**config.mk**
```make
export PLATFORM = sky130hd
export DESIGN_NAME = ra_2r1w_march_bist
export DESIGN_NICKNAME = d
export VERILOG_FILES = /design/src/rtl/ra_2r1w_march_bist.sv
export SDC_FILE = /design/constraint.sdc
export NUM_CORES = 1
export LEC_CHECK = 0
export ABC_AREA = 1
export CAP_MARGIN = 20
export CORE_UTILIZATION = 30
export DETAILED_ROUTE_END_ITERATION = 10
export PLACE_DENSITY = 0.71
export SLEW_MARGIN = 20
export SYNTH_ARGS = -nofsm -noshare
export SYNTH_HDL_FRONTEND = slang
export SYNTH_SLANG_ARGS = --single-unit
```
**constraint.sdc**
```tcl
create_clock -name clk -period 4.6 [get_ports clk]
set_input_delay 1.38 -clock clk [delete_from_list [all_inputs] [get_ports clk]]
set_output_delay 1.38 -clock clk [all_outputs]
set_load 0.01 [all_outputs]
```
**src/rtl/ra_2r1w_march_bist.sv**
```systemverilog
// March-test initiator for a 2R1W register array: writes a background, runs
// ascending/descending read-then-write-inverse passes and checks both read ports.
module ra_2r1w_march_bist #(
  parameter int             DEPTH  = 32,
  parameter int             DW     = 32,
  parameter int             RD_LAT = 1,
  parameter logic [DW-1:0]  BG_PAT = {(DW/2){2'b01}},
  localparam int            AW     = $clog2(DEPTH)
) (
  input  logic          clk,
  input  logic          reset,
  input  logic          start,
  output logic          busy,
  output logic          done,
  output logic          fail,
  output logic [7:0]    err_cnt,
  output logic [AW-1:0] fail_adr,
  output logic          fail_port,
  output logic [DW-1:0] fail_exp,
  output logic [DW-1:0] fail_got,
  output logic          strobe,
  output logic          rd_enb_0,
  output logic [AW-1:0] rd_adr_0,
  input  logic [DW-1:0] rd_dat_0,
  output logic          rd_enb_1,
  output logic [AW-1:0] rd_adr_1,
  input  logic [DW-1:0] rd_dat_1,
  output logic          wr_enb_0,
  output logic [AW-1:0] wr_adr_0,
  output logic [DW-1:0] wr_dat_0
);

  localparam logic [AW-1:0] LAST = AW'(DEPTH - 1);
  localparam int            DCW  = (RD_LAT > 1) ? $clog2(RD_LAT) : 1;

  typedef enum logic [3:0] {
    IDLE, WBG, GAP1, RUP, GAP2, RDN, GAP3, RCHK, DRAIN, DONE_S
  } state_t;

  state_t          state_reg, state_next;
  logic [AW-1:0]   addr_reg, addr_next;
  logic            wph_reg, wph_next;
  logic [DCW-1:0]  dcnt_reg, dcnt_next;
  logic            rd_en, wr_en, start_acc;
  logic [DW-1:0]   wdat, exp_w;

  logic [RD_LAT-1:0] vld_pipe;
  logic [DW-1:0]     exp_pipe [RD_LAT];
  logic [AW-1:0]     adr_pipe [RD_LAT];

  logic            m0, m1;
  logic [8:0]      err_sum;

  always_ff @(posedge clk or negedge reset) begin
    if (!reset) begin
      state_reg <= IDLE;
      addr_reg  <= '0;
      wph_reg   <= 1'b0;
      dcnt_reg  <= '0;
    end else begin
      state_reg <= state_next;
      addr_reg  <= addr_next;
      wph_reg   <= wph_next;
      dcnt_reg  <= dcnt_next;
    end
  end

  always_comb begin
    state_next = state_reg;
    addr_next  = addr_reg;
    wph_next   = wph_reg;
    dcnt_next  = dcnt_reg;
    rd_en      = 1'b0;
    wr_en      = 1'b0;
    wdat       = '0;
    exp_w      = '0;
    start_acc  = 1'b0;
    case (state_reg)
      IDLE, DONE_S: begin
        if (start) begin
          start_acc  = 1'b1;
          state_next = WBG;
          addr_next  = '0;
        end
      end
      WBG: begin
        wr_en = 1'b1;
        wdat  = BG_PAT;
        if (addr_reg == LAST) begin
          state_next = GAP1;
          addr_next  = '0;
        end else begin
          addr_next = addr_reg + AW'(1);
        end
      end
      GAP1: begin
        state_next = RUP;
        addr_next  = '0;
        wph_next   = 1'b0;
      end
      RUP: begin
        if (!wph_reg) begin
          rd_en    = 1'b1;
          exp_w    = BG_PAT;
          wph_next = 1'b1;
        end else begin
          wr_en    = 1'b1;
          wdat     = ~BG_PAT;
          wph_next = 1'b0;
          if (addr_reg == LAST) begin
            state_next = GAP2;
            addr_next  = LAST;
          end else begin
            addr_next = addr_reg + AW'(1);
          end
        end
      end
      GAP2: begin
        state_next = RDN;
        addr_next  = LAST;
        wph_next   = 1'b0;
      end
      RDN: begin
        if (!wph_reg) begin
          rd_en    = 1'b1;
          exp_w    = ~BG_PAT;
          wph_next = 1'b1;
        end else begin
          wr_en    = 1'b1;
          wdat     = BG_PAT;
          wph_next = 1'b0;
          if (addr_reg == '0) begin
            state_next = GAP3;
          end else begin
            addr_next = addr_reg - AW'(1);
          end
        end
      end
      GAP3: begin
        state_next = RCHK;
        addr_next  = '0;
      end
      RCHK: begin
        rd_en = 1'b1;
        exp_w = BG_PAT;
        if (addr_reg == LAST) begin
          state_next = DRAIN;
          dcnt_next  = '0;
        end else begin
          addr_next = addr_reg + AW'(1);
        end
      end
      DRAIN: begin
        if (dcnt_reg == DCW'(RD_LAT - 1)) state_next = DONE_S;
        else                              dcnt_next  = dcnt_reg + DCW'(1);
      end
      default: state_next = IDLE;
    endcase
  end

  // Expected word/address travel with the read enable so the compare lines up with returned data.
  always_ff @(posedge clk or negedge reset) begin
    if (!reset) begin
      vld_pipe <= '0;
      for (int i = 0; i < RD_LAT; i++) begin
        exp_pipe[i] <= '0;
        adr_pipe[i] <= '0;
      end
    end else begin
      vld_pipe[0] <= rd_en;
      exp_pipe[0] <= exp_w;
      adr_pipe[0] <= addr_reg;
      for (int i = 1; i < RD_LAT; i++) begin
        vld_pipe[i] <= vld_pipe[i-1];
        exp_pipe[i] <= exp_pipe[i-1];
        adr_pipe[i] <= adr_pipe[i-1];
      end
    end
  end

  assign m0      = vld_pipe[RD_LAT-1] && (rd_dat_0 != exp_pipe[RD_LAT-1]);
  assign m1      = vld_pipe[RD_LAT-1] && (rd_dat_1 != exp_pipe[RD_LAT-1]);
  assign err_sum = {1'b0, err_cnt} + 9'(m0) + 9'(m1);

  always_ff @(posedge clk or negedge reset) begin
    if (!reset) begin
      fail      <= 1'b0;
      err_cnt   <= '0;
      fail_adr  <= '0;
      fail_port <= 1'b0;
      fail_exp  <= '0;
      fail_got  <= '0;
    end else if (start_acc) begin
      fail      <= 1'b0;
      err_cnt   <= '0;
      fail_adr  <= '0;
      fail_port <= 1'b0;
      fail_exp  <= '0;
      fail_got  <= '0;
    end else if (m0 || m1) begin
      fail    <= 1'b1;
      err_cnt <= err_sum[8] ? 8'hFF : err_sum[7:0];
      if (!fail) begin
        fail_adr  <= adr_pipe[RD_LAT-1];
        fail_port <= !m0;
        fail_exp  <= exp_pipe[RD_LAT-1];
        fail_got  <= m0 ? rd_dat_0 : rd_dat_1;
      end
    end
  end

  assign busy     = (state_reg != IDLE) && (state_reg != DONE_S);
  assign done     = (state_reg == DONE_S);
  assign strobe   = rd_en | wr_en;
  assign rd_enb_0 = rd_en;
  assign rd_enb_1 = rd_en;
  assign rd_adr_0 = rd_en ? addr_reg : '0;
  assign rd_adr_1 = rd_en ? addr_reg : '0;
  assign wr_enb_0 = wr_en;
  assign wr_adr_0 = wr_en ? addr_reg : '0;
  assign wr_dat_0 = wdat;

endmodule

```
After elaboration in Yosys (flattened, before gate mapping)
Index checks and enable logic that the tools add are counted.
- flip-flop bits (word level): 128
- output and inout port bits: 132
- bitwise logic cells: 1
- eq/ne operators: 24
- mux-type cells: 53
- add/subtract/negate cells: 5
- reduce and logical (&&, ||, !) cells: 20
- operators by type and width (operator ; count):
    $mux 32 ; 9
    $pmux 32 s3 ; 2
    $ne 32x32->1 ; 2
    $mux 31 ; 2
    $mux 5 ; 12
    $pmux 4 s9 ; 1
    $pmux 5 s7 ; 1
    $mux 4 ; 8
    $mux 8 ; 3
    $ne 2x2->1 const B ; 10
    $eq 4x3->1 const B ; 4
    $mux 1 ; 11
    $add 8x1->9 ; 1
    $add 9x1->9 ; 1
    $eq 4x2->1 const B ; 2
    $eq 4x4->1 const B ; 2
    $pmux 1 s2 ; 4
    $reduce_and 8->1 ; 1
    $reduce_or 2->1 ; 4
    $reduce_bool 7->1 ; 1
    $reduce_and 6->1 ; 1
    $reduce_bool 2->1 ; 3
    $add 5x1->5 const B ; 1
    $eq 5x5->1 const B ; 1
    other kinds (13) ; 16

Logic depth before layout (Yosys ltp)
Gate-level depths: netlist (run 1).
- depth after elaboration: 7
- mapped depth: 18
- mapped depth without buffers: 17

Worst setup path before layout (run 1)
OpenSTA, ideal clock, no wires.
- path kind: reg-to-output
- start: register state_reg[3]
- end: output wr_adr_0[0]
- data required time: 3220 ps
- path buffers: 0
- stages on the path, launching flop included: 8
- path slack: 1109 ps
- arrival: 2111 ps
- path through: dfrtp_1 inv_2 nand2_1 nor2_1 inv_2 o22ai_1 nor2_1 nor2_1
- word-level cells in the longest chain between the ends: 4
- ends and longest elaborated chain (what ; RTL line ; text):
    start: declaration ; 40 ; state_t state_reg, state_next;
    start signal: assignment ; 61 ; state_reg <= state_next;
    $eq 4x3->1 or $eq 4x2->1 (tied branches) ; 78 ; case (state_reg)
    $reduce_or 2->1 (no line) ; -- ;
    $pmux 1 s2 (*) ; 78 ;
    $mux 5 (*) ; 220 ; assign wr_adr_0 = wr_en ? addr_reg : '0;
    end: declaration ; 29 ; output logic [AW-1:0] wr_adr_0,
Every way passes the cells marked *; elsewhere a longest branch is shown, timed or not.

Worst setup path in the final report (run 1)
- start: register state_reg[3]
- end: output rd_adr_1[0]
- word-level cells in the longest chain between the ends: 4
- ends and longest elaborated chain (what ; RTL line ; text):
    $eq 4x3->1 or $eq 4x2->1 (tied branches) ; 78 ;
    $reduce_or 2->1 (no line) ; -- ;
    $pmux 1 s2 (*) ; 78 ;
    $mux 5 (*) ; 218 ; assign rd_adr_1 = rd_en ? addr_reg : '0;
    end: declaration ; 26 ; output logic [AW-1:0] rd_adr_1,
Marks and branches as above.

==> flow_metrics.env, run 1 <==
export IMPL_grt_antenna_before_repair=0
export IMPL_initial_utilization_pct=30.5
export IMPL_clk_pin_slew_ps=60
export IMPL_clock_skew_ps=5.13
export IMPL_setup_violations=0
export IMPL_r2r_end="err_cnt[4]"
export IMPL_synth_cells=706
export IMPL_clock_latency_ps=340
export IMPL_grt_total_usage_pct=18.5
export IMPL_cp_required_ps=3220
export IMPL_post_drt_wl_per_cell_um=14.6
export IMPL_place_area_um2=6500
export IMPL_synth_warnings=0
export IMPL_timing_worst_setup_path_type="flop to primary output"
export IMPL_drive_above_1_share_pct=5.03
export IMPL_tritoncts="done"
export IMPL_grt_pass1_wl_um=23800
export IMPL_status="completed"
export IMPL_synthesis_nets=780
export IMPL_die_y_um=129
export IMPL_htreeDepth=3
export IMPL_setup_tns_ps=0
export IMPL_crit_path_start="state_reg[3]"
export IMPL_ioPinCount=199
export IMPL_grt_max_degree=68
export IMPL_routed_via_density=4.74
export IMPL_vdd_drop_max_mv=0.158
export IMPL_relSlewSlack_pct=40.2
export IMPL_place_hpwl_um=10600
export IMPL_synthToLayoutAreaGrowth_pct=41.1
export IMPL_largest_reg_flops=32
export IMPL_rsz0062_at_grt="no"
export IMPL_n_fill_cell=1613
export IMPL_grt_overflow=0
export IMPL_ys_seq_area_share_pct=34.7
export IMPL_drt_iter0_markers=301
export IMPL_cts_buffers=9
export IMPL_hp_class="flop to flop"
export IMPL_numPlacedInstances=1035
export IMPL_r2r_setup_slack_ps=1500
export IMPL_mostFrequentLayoutCells="nand2_1 (245), clkdlybuf4s50_1 (197), nor2_1 (89)"
export IMPL_power_density_nw_per_um2=215
export IMPL_postCtsHoldBufs=0
export IMPL_worst_slew_pin_slew_ps=897
export IMPL_io_buffers=198
export IMPL_drv_slew=0
export IMPL_synth_edff_count=0
export IMPL_n_antenna_cell=0
export IMPL_crit_path_end="rd_adr_1[0]"
export IMPL_ctsResizeCount=0
export IMPL_fin_crit_sh_pct=86.1
export IMPL_largestRegisters="fail_got x32, err_cnt x8"
export IMPL_fp_dieArea_um2=16600
export IMPL_coreArea_um2=15800
export IMPL_cp_end_kind="primary output"
export IMPL_clock_sinks=67
export IMPL_grt_pass1_vias=4655
export IMPL_vias=4978
export IMPL_drc_errors=0
export IMPL_routed_wl_um=15300
export IMPL_design_area_um2=6820
export IMPL_hold_viol_final=0
export IMPL_synthDistinctLibCells=31
export IMPL_cts_root_buf="clkbuf_16"
export IMPL_instances_no_fill=1051
export IMPL_row_count=46
export IMPL_cts_max_path_buffers=2
export IMPL_drtPass1Iterations=5
export IMPL_syn_area_um2=4830
export IMPL_fmax_mhz=252
export IMPL_leakage_nw=3.23
export IMPL_worstSetupStartpointType="flop"
export IMPL_whs_path_depth=0
export IMPL_post_cts_buffers=0
export IMPL_ys_ff_latch=67
export IMPL_regMostFlops="fail_got"
export IMPL_power_mw=1.47
export IMPL_yosys_most_used_dff="dfrtp_1"
export IMPL_gp_congestion=0.818
export IMPL_reg2reg_from="exp_pipe[30]"
export IMPL_async_flop_share_pct=100
export IMPL_avgSynthCellArea_um2=6.85
export IMPL_path_max_fanout=8
export IMPL_nets=904
export IMPL_ant_nets=0
export IMPL_final_common_cell="nand2_1"
export IMPL_utilization_pct=43.1
export IMPL_r2r_cells=16
export IMPL_die_w_um=129
export IMPL_maxCapViolations=0
export IMPL_cp_arrival_ps=2580
export IMPL_fin_crit_ps=3960
## logic make-up (layout without fill, tap and decap cells)
group / count (synthesis) / in the layout / share of synthesized area [%]
flops: 67 / 67 / 34.7
compound gates: 47 / 47 / 5.70
simple gates: 446 / 446 / 40.2
xor+xnor: 4 / 4 / 0.725
buf+inv: 135 / 264 / 16.7
fa+ha+maj: 7 / 7 / 1.97
## synthesized netlist by cell type, drive strengths merged (5+ instances only)
cell type  number  area (µm²)
clkbuf          7        26.3
nand3b         12        90.1
nand4          40         250
a21oi          10        50.1
nand2         253         990
inv            40         150
buf            88         633
o21ai          25         125
nor2           92         353
dfrtp          67        1680
o211ai          5        37.5
nand3          44         233
ha              6        75.1
## cell type report
type / instances / area (µm²) / share of cell area, %
Sequential cell: 67 / 1680 / 24.6
Clock buffer: 9 / 225 / 3.30
Tap cell: 216 / 270 / 3.96
Multi-Input combinational cell: 504 / 2350 / 34.4
Timing Repair Buffer: 208 / 2050 / 30.1
Inverter: 40 / 150 / 2.20
Clock inverter: 7 / 100 / 1.47
## critical path, cell delays in order, from the launching register on
cell,delay (ps)
dfrtp_1,450
inv_2,160
nand2_1,90
nor2_1,210
inv_2,130
nand2_1,100
nand2_1,80
nand2_1,160
inv_1,120
nor2_1,180
clkdlybuf4s50_1,570
## power breakdown
| part | switching [mW] | internal, mW |
|---|---|---|
| registers | 0.000000165 | 0.589 |
| logic | 0.0538 | 0.0664 |
| clock network | 0.281 | 0.479 |
## how the worst min path moves through the flow
stage                  end        start
3_5_place_dp   adr_pipe[4]  addr_reg[4]
4_1_cts        adr_pipe[4]  addr_reg[4]
5_1_grt        adr_pipe[4]  addr_reg[4]
3_3_place_gp   adr_pipe[4]  addr_reg[4]
2_1_floorplan  adr_pipe[2]  addr_reg[2]
6_report       adr_pipe[4]  addr_reg[4]
## routing by layer
layer | track usage (%) | routed length (µm) | vias up | part of all wire, %
li1 | - | - | 2458 | -
met1 | 23.0 | 6720 | 2311 | 44
met2 | 31.6 | 7200 | 200 | 47
met4 | 5.88 | 152 | 0 | 0.99
met3 | 4.41 | 1270 | 9 | 8.3
met5 | 0 | 0 | - | 0
## through the flow
stage | hold WS (ps) | worst slack [ps]
CTS | 414 | 594
finish | 408 | 638
detailed placement | 394 | 436
floorplan | 352 | 1110
global route | 430 | 380
global placement | 405 | 521
Note: power is estimated with default switching activity, not from simulation.
==> run 2, diff against run 1 <==
ABC_AREA = not set   (was 1)
CORE_ASPECT_RATIO = 1.2   (was not set)
PLACE_DENSITY = not set   (was 0.71)
==> flow_metrics.env, run 2 <==
export IMPL_status="completed"
export IMPL_clock_latency_ps=320
export IMPL_n_antenna_cell=0
export IMPL_leakage_nw=2.46
export IMPL_ant_nets=0
export IMPL_grt_overflow=0
export IMPL_syn_area_um2=4490
export IMPL_path_max_fanout=4
export IMPL_utilization_pct=44.8
export IMPL_grt_antenna_before_repair=0
export IMPL_regMostFlops="fail_got"
export IMPL_cp_arrival_ps=4390
export IMPL_synth_cells=494
export IMPL_drtPass1Iterations=5
export IMPL_synth_warnings=0
export IMPL_cpPeakStageDelay_ps=450
export IMPL_relSlewSlack_pct=35.0
export IMPL_design_area_um2=6480
export IMPL_io_buffers=198
export IMPL_cp_required_ps=4800
export IMPL_cp_end_kind="flop"
export IMPL_postCtsHoldBufs=0
export IMPL_ys_seq_area_share_pct=37.3
export IMPL_rsz0062_at_grt="no"
export IMPL_synthesis_nets=568
export IMPL_initial_utilization_pct=31.0
export IMPL_synthDistinctLibCells=54
export IMPL_synth_common_cells="nor2_1 (70), buf_4 (67), dfrtp_1 (67)"
export IMPL_mostFrequentLayoutCells="clkdlybuf4s50_1 (197), nor2_1 (70), dfrtp_1 (67)"
export IMPL_fin_crit_sh_pct=91.1
export IMPL_clock_sinks=67
export IMPL_post_cts_buffers=0
export IMPL_avgSynthCellArea_um2=9.09
export IMPL_fin_crit_ps=4190
export IMPL_cts_root_buf="clkbuf_16"
export IMPL_yosysTopAreaCell="dfrtp_1"
export IMPL_crit_path_start="rd_dat_1[24]"
export IMPL_routed_via_density=5.02
export IMPL_grt_total_usage_pct=17.4
export IMPL_clk_pin_slew_ps=50
export IMPL_worst_slew_pin_slew_ps=976
export IMPL_synth_edff_count=0
export IMPL_gp_congestion=0.928
export IMPL_tritoncts="done"
export IMPL_synth_top_area_share_pct=37.3
export IMPL_vdd_drop_max_mv=0.257
export IMPL_die_w_um=114
export IMPL_place_hpwl_um=10100
export IMPL_power_density_nw_per_um2=597
export IMPL_synth_most_common_cell="nor2_1"
export IMPL_grt_max_degree=72
export IMPL_fmax_mhz=239
export IMPL_nets=696
export IMPL_drt_iter0_markers=227
export IMPL_setup_tns_ps=0
export IMPL_place_area_um2=6180
export IMPL_timing_worst_setup_path_type="input pin to flop"
export IMPL_row_count=48
export IMPL_post_drt_wl_per_cell_um=16.5
export IMPL_maxCapViolations=0
export IMPL_worst_path_max_delay_cell="clkdlybuf4s50_1"
export IMPL_grt_pass1_vias=4090
export IMPL_yosys_most_used_dff="dfrtp_1"
export IMPL_r2r_cells=12
export IMPL_vias=4150
export IMPL_drc_errors=0
export IMPL_r2r_end="err_cnt[1]"
export IMPL_setup_violations=0
export IMPL_synth_area_leaders="dfrtp_1 (37%), buf_4 (11%), mux2i_1 (9.4%)"
export IMPL_die_y_um=136
export IMPL_ys_ff_latch=67
export IMPL_coreArea_um2=14500
export IMPL_largest_reg_flops=32
export IMPL_r2r_setup_slack_ps=1480
export IMPL_hold_viol_final=0
export IMPL_reg2reg_from="exp_pipe[30]"
export IMPL_cts_buffers=9
export IMPL_ioPinCount=199
export IMPL_fp_dieArea_um2=15500
export IMPL_largestRegisters="fail_got x32, err_cnt x8"
export IMPL_cts_max_path_buffers=2
export IMPL_clock_skew_ps=5.94
export IMPL_drv_slew=0
export IMPL_synthToLayoutAreaGrowth_pct=44.3
export IMPL_path_cells="clkdlybuf4s50_1 > nor4_1 > a31oi_1 > nor4_4 > nor2b_1 > fa_1 > ha_1 > and3_1 > and3_1 > nand3_1 > nand3_1 > o221a_1"
export IMPL_async_flop_share_pct=100
export IMPL_crit_path_end="err_cnt[1]"
export IMPL_final_common_cell="clkdlybuf4s50_1"
export IMPL_ctsResizeCount=0
export IMPL_htreeDepth=3
export IMPL_worstSetupStartpointType="input pin"
export IMPL_drive_above_1_share_pct=6.87
export IMPL_grt_pass1_wl_um=21200
export IMPL_n_fill_cell=1395
export IMPL_hp_class="flop to flop"
export IMPL_routed_wl_um=13600
[run 2: cell count changes after synthesis, moves of 12 or more]
| cell | before | now |
|---|---|---|
| nor3_1 | 4 | 18 |
| nand3_1 | 43 | 15 |
| nand2_1 | 245 | 26 |
| inv_1 | 38 | 11 |
| nand4_1 | 40 | 8 |
| a31oi_1 | 0 | 13 |
| nor2_1 | 89 | 70 |
| mux2i_1 | 0 | 42 |
| o21ai_0 | 20 | 8 |
| a211oi_1 | 0 | 23 |
[run 2: logic make-up after synthesis]
logic type / Yosys count / share of synthesized area [%]
buf+inv: 104 / 15.4
xor+xnor: 1 / 0.195
flops: 67 / 37.3
mux: 42 / 9.36
fa+ha+maj: 7 / 2.12
simple gates: 182 / 19.9
compound gates: 91 / 15.7
[run 2: per-layer routing]
metal | vias to the layer above | routed length (µm) | global-route usage (%)
li1 | 1975 | - | -
met1 | 1951 | 5810 | 21.4
met2 | 211 | 6480 | 30.1
met3 | 13 | 1180 | 3.92
met4 | 0 | 163 | 5.56
met5 | - | 0 | 0
[run 2: cell type report]
| class | count | area (µm²) | area share [%] |
|---|---|---|---|
| flip-flops and latches | 67 | 1680 | 25.9 |
| well taps | 200 | 250 | 3.86 |
| clock inverters | 2 | 35.0 | 0.541 |
| clock buffers | 13 | 260 | 4.02 |
| repair buffers | 209 | 2070 | 32.0 |
| multi-input cells | 323 | 2140 | 33.0 |
| inverters | 12 | 45.0 | 0.695 |
[run 2: per-stage QoR]
stage / std cells / setup slack (ps) / hold WS, ps / power (mW)
floorplan: 494 / 500 / 410 / 2.29
global placement: 811 / 165 / 436 / 3.17
detailed placement: 811 / 115 / 435 / 3.21
CTS: 826 / 448 / 447 / 3.91
global route: 826 / 245 / 470 / 4.14
finish: 826 / 410 / 458 / 3.87
[run 2: how the worst min path moves through the flow]
| stage | slack (ps) | depth (start not counted) | to | from |
|---|---|---|---|---|
| after detailed placement | 430 | 0 | adr_pipe[1] | addr_reg[1] |
| after global routing | 470 | 0 | adr_pipe[1] | addr_reg[1] |
| after global placement | 440 | 0 | adr_pipe[1] | addr_reg[1] |
| after CTS | 450 | 0 | adr_pipe[1] | addr_reg[1] |
| final | 460 | 0 | adr_pipe[1] | addr_reg[1] |
| after floorplan | 410 | 0 | adr_pipe[1] | addr_reg[1] |
[run 2: critical path: cells and delay by family]
kind	cells	cell delay, ps
buf+inv	1	450
simple gates	7	1430
fa+ha+maj	2	640
compound gates	2	500
[run 2: power by group]
part,internal (mW),switching [mW],leakage [nW]
combinational,1.12,0.964,1.48
sequential,0.848,0.255,0.842
clock,0.445,0.234,0.146
total,2.42,1.45,2.46
==> run 3, diff against run 2 <==
GPL_TIMING_DRIVEN = 1   (was not set)
==> results of run 3 <==
Same layout as run 2: the final DEF is identical, and so are final timing and power.
